$ cat src/rtl/elevator_pkg.sv
// Shared types and default constants for the elevator controller and its tick generator.
package elevator_pkg;

  typedef enum logic [1:0] {
    StIdle     = 2'd0,
    StMoving   = 2'd1,
    StDoorOpen = 2'd2
  } state_e;

  typedef enum logic {
    DirDown = 1'b0,
    DirUp   = 1'b1
  } dir_e;

  // Result of a SCAN decision: whether to move at all, and which way.
  typedef struct packed {
    logic go;
    dir_e dir;
  } scan_t;

  localparam int unsigned DefaultNumFloors   = 4;
  localparam int unsigned DefaultClkDiv      = 520833;
  localparam int unsigned DefaultTravelTicks = 3;
  localparam int unsigned DefaultDoorTicks   = 5;

endpackage

$ cat src/rtl/tick_gen.sv
// Free-running divider producing a one-clk enable pulse every CLK_DIV clocks.
module tick_gen
  import elevator_pkg::*;
#(
  parameter int unsigned CLK_DIV = DefaultClkDiv
) (
  input  logic clk,
  input  logic rst,
  output logic tick
);

  localparam int unsigned CntW = (CLK_DIV > 1) ? $clog2(CLK_DIV) : 1;
  localparam logic [CntW-1:0] CntMax = CntW'(CLK_DIV - 1);

  logic [CntW-1:0] r_cnt;
  logic            r_tick;

  // First pulse is visible CLK_DIV clocks after reset release.
  always_ff @(posedge clk or negedge rst) begin
    if (!rst) begin
      r_cnt  <= '0;
      r_tick <= 1'b0;
    end else if (r_cnt == CntMax) begin
      r_cnt  <= '0;
      r_tick <= 1'b1;
    end else begin
      r_cnt  <= r_cnt + CntW'(1);
      r_tick <= 1'b0;
    end
  end

  assign tick = r_tick;

endmodule

$ cat src/rtl/elevator_ctrl.sv
// SCAN elevator controller: latches floor calls, moves the cab one floor per TRAVEL_TICKS
// ticks and holds the door for DOOR_TICKS ticks; all outputs are registered.
module elevator_ctrl
  import elevator_pkg::*;
#(
  parameter int unsigned NUM_FLOORS   = DefaultNumFloors,
  parameter int unsigned CLK_DIV      = DefaultClkDiv,
  parameter int unsigned TRAVEL_TICKS = DefaultTravelTicks,
  parameter int unsigned DOOR_TICKS   = DefaultDoorTicks,
  localparam int unsigned FloorW      = (NUM_FLOORS > 1) ? $clog2(NUM_FLOORS) : 1
) (
  input  logic                  clk,
  input  logic                  rst,
  input  logic [NUM_FLOORS-1:0] call_req,
  output logic [FloorW-1:0]     floor,
  output logic                  motor_up,
  output logic                  motor_down,
  output logic                  door_open,
  output logic [NUM_FLOORS-1:0] pending
);

  localparam int unsigned TravW = $clog2(TRAVEL_TICKS + 1);
  localparam int unsigned DoorW = $clog2(DOOR_TICKS + 1);
  localparam logic [FloorW-1:0] TopFloor = FloorW'(NUM_FLOORS - 1);
  localparam logic [TravW-1:0]  TravLoad = TravW'(TRAVEL_TICKS);
  localparam logic [DoorW-1:0]  DoorLoad = DoorW'(DOOR_TICKS);

  state_e                r_state, w_state_d;
  dir_e                  r_dir, w_dir_d;
  logic [FloorW-1:0]     r_floor, w_floor_d, w_step_floor;
  logic [NUM_FLOORS-1:0] r_pending, w_pending_d, w_req_eff;
  logic [TravW-1:0]      r_trav_cnt, w_trav_d;
  logic [DoorW-1:0]      r_door_cnt, w_door_d;
  logic                  r_motor_up, r_motor_down, r_door_open;
  logic                  w_tick;
  scan_t                 w_scan_here, w_scan_step;

  tick_gen #(
    .CLK_DIV(CLK_DIV)
  ) u_tick_gen (
    .clk (clk),
    .rst (rst),
    .tick(w_tick)
  );

  function automatic logic any_above(input logic [NUM_FLOORS-1:0] p, input logic [FloorW-1:0] f);
    logic r;
    r = 1'b0;
    for (int i = 0; i < int'(NUM_FLOORS); i++) if (p[i] && (i > int'(f))) r = 1'b1;
    return r;
  endfunction

  function automatic logic any_below(input logic [NUM_FLOORS-1:0] p, input logic [FloorW-1:0] f);
    logic r;
    r = 1'b0;
    for (int i = 0; i < int'(NUM_FLOORS); i++) if (p[i] && (i < int'(f))) r = 1'b1;
    return r;
  endfunction

  // Keep heading while work lies ahead, otherwise turn around if work lies behind.
  function automatic scan_t scan_dir(input logic [NUM_FLOORS-1:0] p, input logic [FloorW-1:0] f,
                                     input dir_e d);
    scan_t s;
    logic  up_ok, dn_ok;
    up_ok = any_above(p, f);
    dn_ok = any_below(p, f);
    s.go  = up_ok | dn_ok;
    s.dir = d;
    if (d == DirUp && !up_ok && dn_ok) s.dir = DirDown;
    if (d == DirDown && !dn_ok && up_ok) s.dir = DirUp;
    return s;
  endfunction

  always_comb begin
    w_step_floor = r_floor;
    if (r_dir == DirUp && r_floor != TopFloor) w_step_floor = r_floor + FloorW'(1);
    if (r_dir == DirDown && r_floor != '0) w_step_floor = r_floor - FloorW'(1);
  end

  assign w_req_eff   = r_pending | call_req;
  assign w_scan_here = scan_dir(r_pending, r_floor, r_dir);
  assign w_scan_step = scan_dir(r_pending, w_step_floor, r_dir);

  always_comb begin
    w_state_d = r_state;
    w_dir_d   = r_dir;
    w_floor_d = r_floor;
    w_trav_d  = r_trav_cnt;
    w_door_d  = r_door_cnt;
    unique case (r_state)
      StIdle: begin
        if (w_req_eff[r_floor]) begin
          w_state_d = StDoorOpen;
          w_door_d  = DoorLoad;
        end else if (any_above(w_req_eff, r_floor)) begin
          w_state_d = StMoving;
          w_dir_d   = DirUp;
          w_trav_d  = TravLoad;
        end else if (any_below(w_req_eff, r_floor)) begin
          w_state_d = StMoving;
          w_dir_d   = DirDown;
          w_trav_d  = TravLoad;
        end
      end
      StMoving: begin
        if (w_tick) begin
          if (r_trav_cnt <= TravW'(1)) begin
            w_floor_d = w_step_floor;
            w_trav_d  = TravLoad;
            // Only calls already latched before this tick can stop the cab here.
            if (r_pending[w_step_floor]) begin
              w_state_d = StDoorOpen;
              w_door_d  = DoorLoad;
            end else if (w_scan_step.go) begin
              w_dir_d = w_scan_step.dir;
            end else begin
              w_state_d = StIdle;
            end
          end else begin
            w_trav_d = r_trav_cnt - TravW'(1);
          end
        end
      end
      StDoorOpen: begin
        if (call_req[r_floor]) begin
          w_door_d = DoorLoad;
        end else if (w_tick) begin
          if (r_door_cnt <= DoorW'(1)) begin
            w_door_d = '0;
            if (w_scan_here.go) begin
              w_state_d = StMoving;
              w_dir_d   = w_scan_here.dir;
              w_trav_d  = TravLoad;
            end else begin
              w_state_d = StIdle;
            end
          end else begin
            w_door_d = r_door_cnt - DoorW'(1);
          end
        end
      end
      default: w_state_d = StIdle;
    endcase
  end

  // Serving a floor clears its bit and wins over a same-cycle call for it.
  always_comb begin
    w_pending_d = r_pending | call_req;
    if (w_state_d == StDoorOpen) w_pending_d[w_floor_d] = 1'b0;
  end

  always_ff @(posedge clk or negedge rst) begin
    if (!rst) begin
      r_state      <= StIdle;
      r_dir        <= DirUp;
      r_floor      <= '0;
      r_pending    <= '0;
      r_trav_cnt   <= '0;
      r_door_cnt   <= '0;
      r_motor_up   <= 1'b0;
      r_motor_down <= 1'b0;
      r_door_open  <= 1'b0;
    end else begin
      r_state      <= w_state_d;
      r_dir        <= w_dir_d;
      r_floor      <= w_floor_d;
      r_pending    <= w_pending_d;
      r_trav_cnt   <= w_trav_d;
      r_door_cnt   <= w_door_d;
      r_motor_up   <= (w_state_d == StMoving) && (w_dir_d == DirUp);
      r_motor_down <= (w_state_d == StMoving) && (w_dir_d == DirDown);
      r_door_open  <= (w_state_d == StDoorOpen);
    end
  end

  assign floor      = r_floor;
  assign motor_up   = r_motor_up;
  assign motor_down = r_motor_down;
  assign door_open  = r_door_open;
  assign pending    = r_pending;

endmodule

$ cat config.mk
export PLATFORM = sky130hd
export DESIGN_NAME = elevator_ctrl
export DESIGN_NICKNAME = d
export VERILOG_FILES = /design/src/rtl/elevator_pkg.sv /design/src/rtl/tick_gen.sv /design/src/rtl/elevator_ctrl.sv
export SDC_FILE = /design/constraint.sdc
export NUM_CORES = 1
export LEC_CHECK = 0
export ABC_AREA = 1
export CORE_MARGIN = 1
export CORE_UTILIZATION = 50
export DETAILED_ROUTE_END_ITERATION = 8
export DONT_BUFFER_PORTS = 1
export GPL_TIMING_DRIVEN = 0
export PLACE_DENSITY = 0.62
export SYNTH_ARGS = -nofsm -noshare
export SYNTH_HDL_FRONTEND = slang
export SYNTH_SLANG_ARGS = --single-unit
export TNS_END_PERCENT = 100
$ cat constraint.sdc
create_clock -name clk -period 4.6 [get_ports clk]
set_clock_uncertainty 0.1 [all_clocks]
set_input_delay 0.92 -clock clk [delete_from_list [all_inputs] [get_ports clk]]
set_output_delay 0.92 -clock clk [all_outputs]
set_load 0.005 [all_outputs]
==> results.py <==
metrics = {
    "outcome": {
        "status": "complete, no violations",
    },
    "floorplanning": {
        "die_h_um": 72.0,
        "placementRows": 25,
        "pin_count": 15,
        "dieArea_um2": 5180,
        "initial_core_util_pct": 51.8,
        "dieWidth_um": 72.0,
        "coreArea_um2": 4720,
    },
    "finish": {
        "finish.utilization_pct": 56.0,
        "layout_common_cells": "nand2_1 (83), inv_1 (54), dfrtp_1 (36), nor2_1 (33), nand3_1 (25)",
        "syn_to_final_growth_pct": 8.03,
        "fill_cells": 465,
        "drive_gt1_share_pct": 10.2,
        "final_nets": 356,
        "layout_commonest_cell": "nand2_1",
        "final_area_um2": 2640,
        "antenna_cells": 0,
    },
    "clocking": {
        "clock_latency_ps": 290,
        "clock-sinks": 37,
        "cts_buffer_depth": 2,
        "post_cts_buffers": 0,
        "cts-hold-fix-buffers": 0,
        "clk_root_buffer_cell": "clkbuf_8",
        "cts.htree.levels": 2,
        "tritoncts": "built",
        "path_clk_slew_ps": 80,
        "cts_buffers": 5,
        "cts_resized": 0,
    },
    "sta": {
        "drv_slew": 0,
        "setup-violations-final": 0,
        "worstMarginPinSlew_ps": 596,
        "final_hold_viol_count": 0,
        "fin_crit_sh_pct": 53.4,
        "rsz0062_at_grt": "false",
        "max_freq_ghz": 0.407,
        "layout_setup_ws_ps": 2140,
        "fin_tns_setup_ps": 0,
        "slew_headroom_pct": 60.0,
        "finalCriticalPeriod_ps": 2460,
    },
    "grt": {
        "grt_max_degree": 38,
        "grt_pass1_vias": 1917,
        "grt.total_usage_pct": 21.5,
        "overflow": 0,
        "antenna_found_initial": 0,
        "grt_pass1_wl_um": 8550,
    },
    "pwr": {
        "intPower_mw": 0.503,
        "p_comb_share_pct": 4.4,
        "p_total_mw": 0.646,
        "switchingPower_mw": 0.143,
        "ir_drop_mv": 0.135,
        "p_per_area_nw_per_um2": 244,
        "power.clock.fraction_pct": 44.1,
        "swShare_pct": 22.1,
        "p_leak_nw": 1.40,
        "seq_power_share_pct": 51.5,
    },
    "min_path": {
        "min_path_type": "primary input to async pin",
    },
    "run": {
        "maxCapViolations": 0,
    },
    "worst_setup_path": {
        "crit_path_top_delay_cell": "dfrtp_1",
        "cpPeakStageDelay_ps": 610,
        "cp_data_arrival_time_ps": 2530,
        "crit_fanout": 10,
        "end_kind": "flop",
        "worstPathCellList": "inv_2 > ha_1 > inv_1 > nand2_4 > nand2_2 > nand2_4 > nand2_4 > nand2_1 > nand3_1 > nand2_1 > o21ai_1 > a21oi_1 > nor2_1 > a21oi_1",
        "crit_top_cell": "nand2_4",
        "required_ps": 4670,
        "path_class": "flop to flop",
        "startpoint_type": "flop",
    },
    "placed_design": {
        "io_buffers": 0,
        "dp_slack_ps": 2130,
        "gp_congestion": 0.908,
        "dp_hpwl_um": 3950,
        "placed_cell_area_um2": 2530,
    },
    "drt": {
        "drt-pass1-iter-count": 5,
        "postRouteAntennaNets": 0,
        "via_per_inst": 5.13,
        "routed_wl_um": 5150,
        "routedWlPerCell_um": 12.6,
        "first_iter_violations": 145,
        "drc": 0,
        "num_vias": 2099,
    },
    "yosys": {
        "syn_nets": 349,
        "syn_inst": 334,
        "yosysSeqAreaShare_pct": 37.9,
        "syn-cell-area_um2": 2450,
        "avgSynthCellArea_um2": 7.33,
        "postSynthRegisterBits": 37,
        "synth_area_leaders": "dfrtp_1 (37%), nand2_1 (13%), inv_1 (8.3%)",
        "synth_top_area_share_pct": 36.8,
        "yosys_warnings": 0,
        "synth.distinct_cells": 35,
        "synth_top_area_cell": "dfrtp_1",
    },
}
-- critical path, delay by kind of cell, from the launching register on --
kind | cells | cell delay, ps
AND/OR/NAND/NOR | 8 | 790
adder cells (fa/ha/maj) | 1 | 250
buffers and inverters | 2 | 280
AO/OA/AOI/OAI | 3 | 300
flip-flops | 1 | 610
-- layer usage --
layer	GRT usage, %	share of wire (%)	vias up
li1	-	-	1085
met1	26.6	45	961
met2	37.9	50	41
met3	3.06	3.4	12
met4	8.50	2.2	0
met5	0	0	-
-- per-stage QoR --
step	instances	hold slack (ps)
3_5_place_dp	401	380
4_1_cts	409	207
6_report	409	216
2_1_floorplan	334	340
3_3_place_gp	401	360
5_1_grt	409	198
-- final cells by class --
| type | instances | area, um^2 | area share, % |
|---|---|---|---|
| Clock inverter | 3 | 43.8 | 1.66 |
| Buffer | 1 | 5.00 | 0.189 |
| Sequential cell | 37 | 927 | 35.1 |
| Multi-Input combinational cell | 238 | 1300 | 49.1 |
| Tap cell | 67 | 83.8 | 3.17 |
| Clock buffer | 5 | 68.8 | 2.60 |
| Inverter | 58 | 218 | 8.23 |
-- worst paths after layout --
path / endpoint / cells after the start / startpoint / slack, ps
max: motor_down / 14 / floor[0] / 2140
min: r_door_cnt[0] / 0 / rst / 220
max reg2reg: motor_down / 14 / floor[0] / 2140
min reg2reg: u_tick_gen.r_cnt[18] / 1 / u_tick_gen.r_cnt[18] / 390
max in group asynchronous: r_dir / 0 / rst / 4000
min in group clk: u_tick_gen.r_cnt[18] / 1 / u_tick_gen.r_cnt[18] / 390
-- power by group through the flow --
stage                     combinational, mW  sequential (mW)  clock [mW]
after floorplan                      0.0233            0.339           0
after global placement               0.0283            0.339           0
after detailed placement             0.0285            0.339           0
after CTS                            0.0288            0.333       0.293
after global routing                 0.0343            0.333       0.303
final                                0.0285            0.333       0.285
-- synth_stat cells (all sizes together) --
| cell type | number |
|---|---|
| o221ai | 2 |
| dfrtp | 36 |
| dfstp | 1 |
| a221oi | 1 |
| a21oi | 13 |
| a31oi | 5 |
| nor4 | 4 |
| nand4 | 5 |
| nor3 | 9 |
| o21ai | 23 |
| buf | 1 |
| or2 | 1 |
| o211ai | 1 |
| nor2 | 37 |
| nand2 | 90 |
| a211oi | 1 |
| ha | 9 |
| inv | 58 |
| xnor2 | 2 |
| nand3 | 28 |
| xor2 | 6 |
| o31ai | 1 |
-- logic make-up (layout without fill, tap and decap cells) --
family                   after synthesis  in the layout  synth area share (%)
buffers and inverters                 59             67                  9.10
AO/OA/AOI/OAI                         47             47                  11.1
XOR/XNOR                               8              8                  2.86
flip-flops                            37             37                  37.9
adder cells (fa/ha/maj)                9              9                  4.60
AND/OR/NAND/NOR                      174            174                  34.5
-- sequential cells by signal, indices dropped and copies added (netlist names) --
| register | cells |
|---|---|
| u_tick_gen.r_cnt | 19 |
| pending | 4 |
| r_door_cnt | 3 |
| floor | 2 |
| r_state | 2 |
| r_trav_cnt | 2 |
| door_open | 1 |
| motor_down | 1 |
| motor_up | 1 |
| r_dir | 1 |
| u_tick_gen.tick | 1 |
Power figures use the tool's default switching activity.
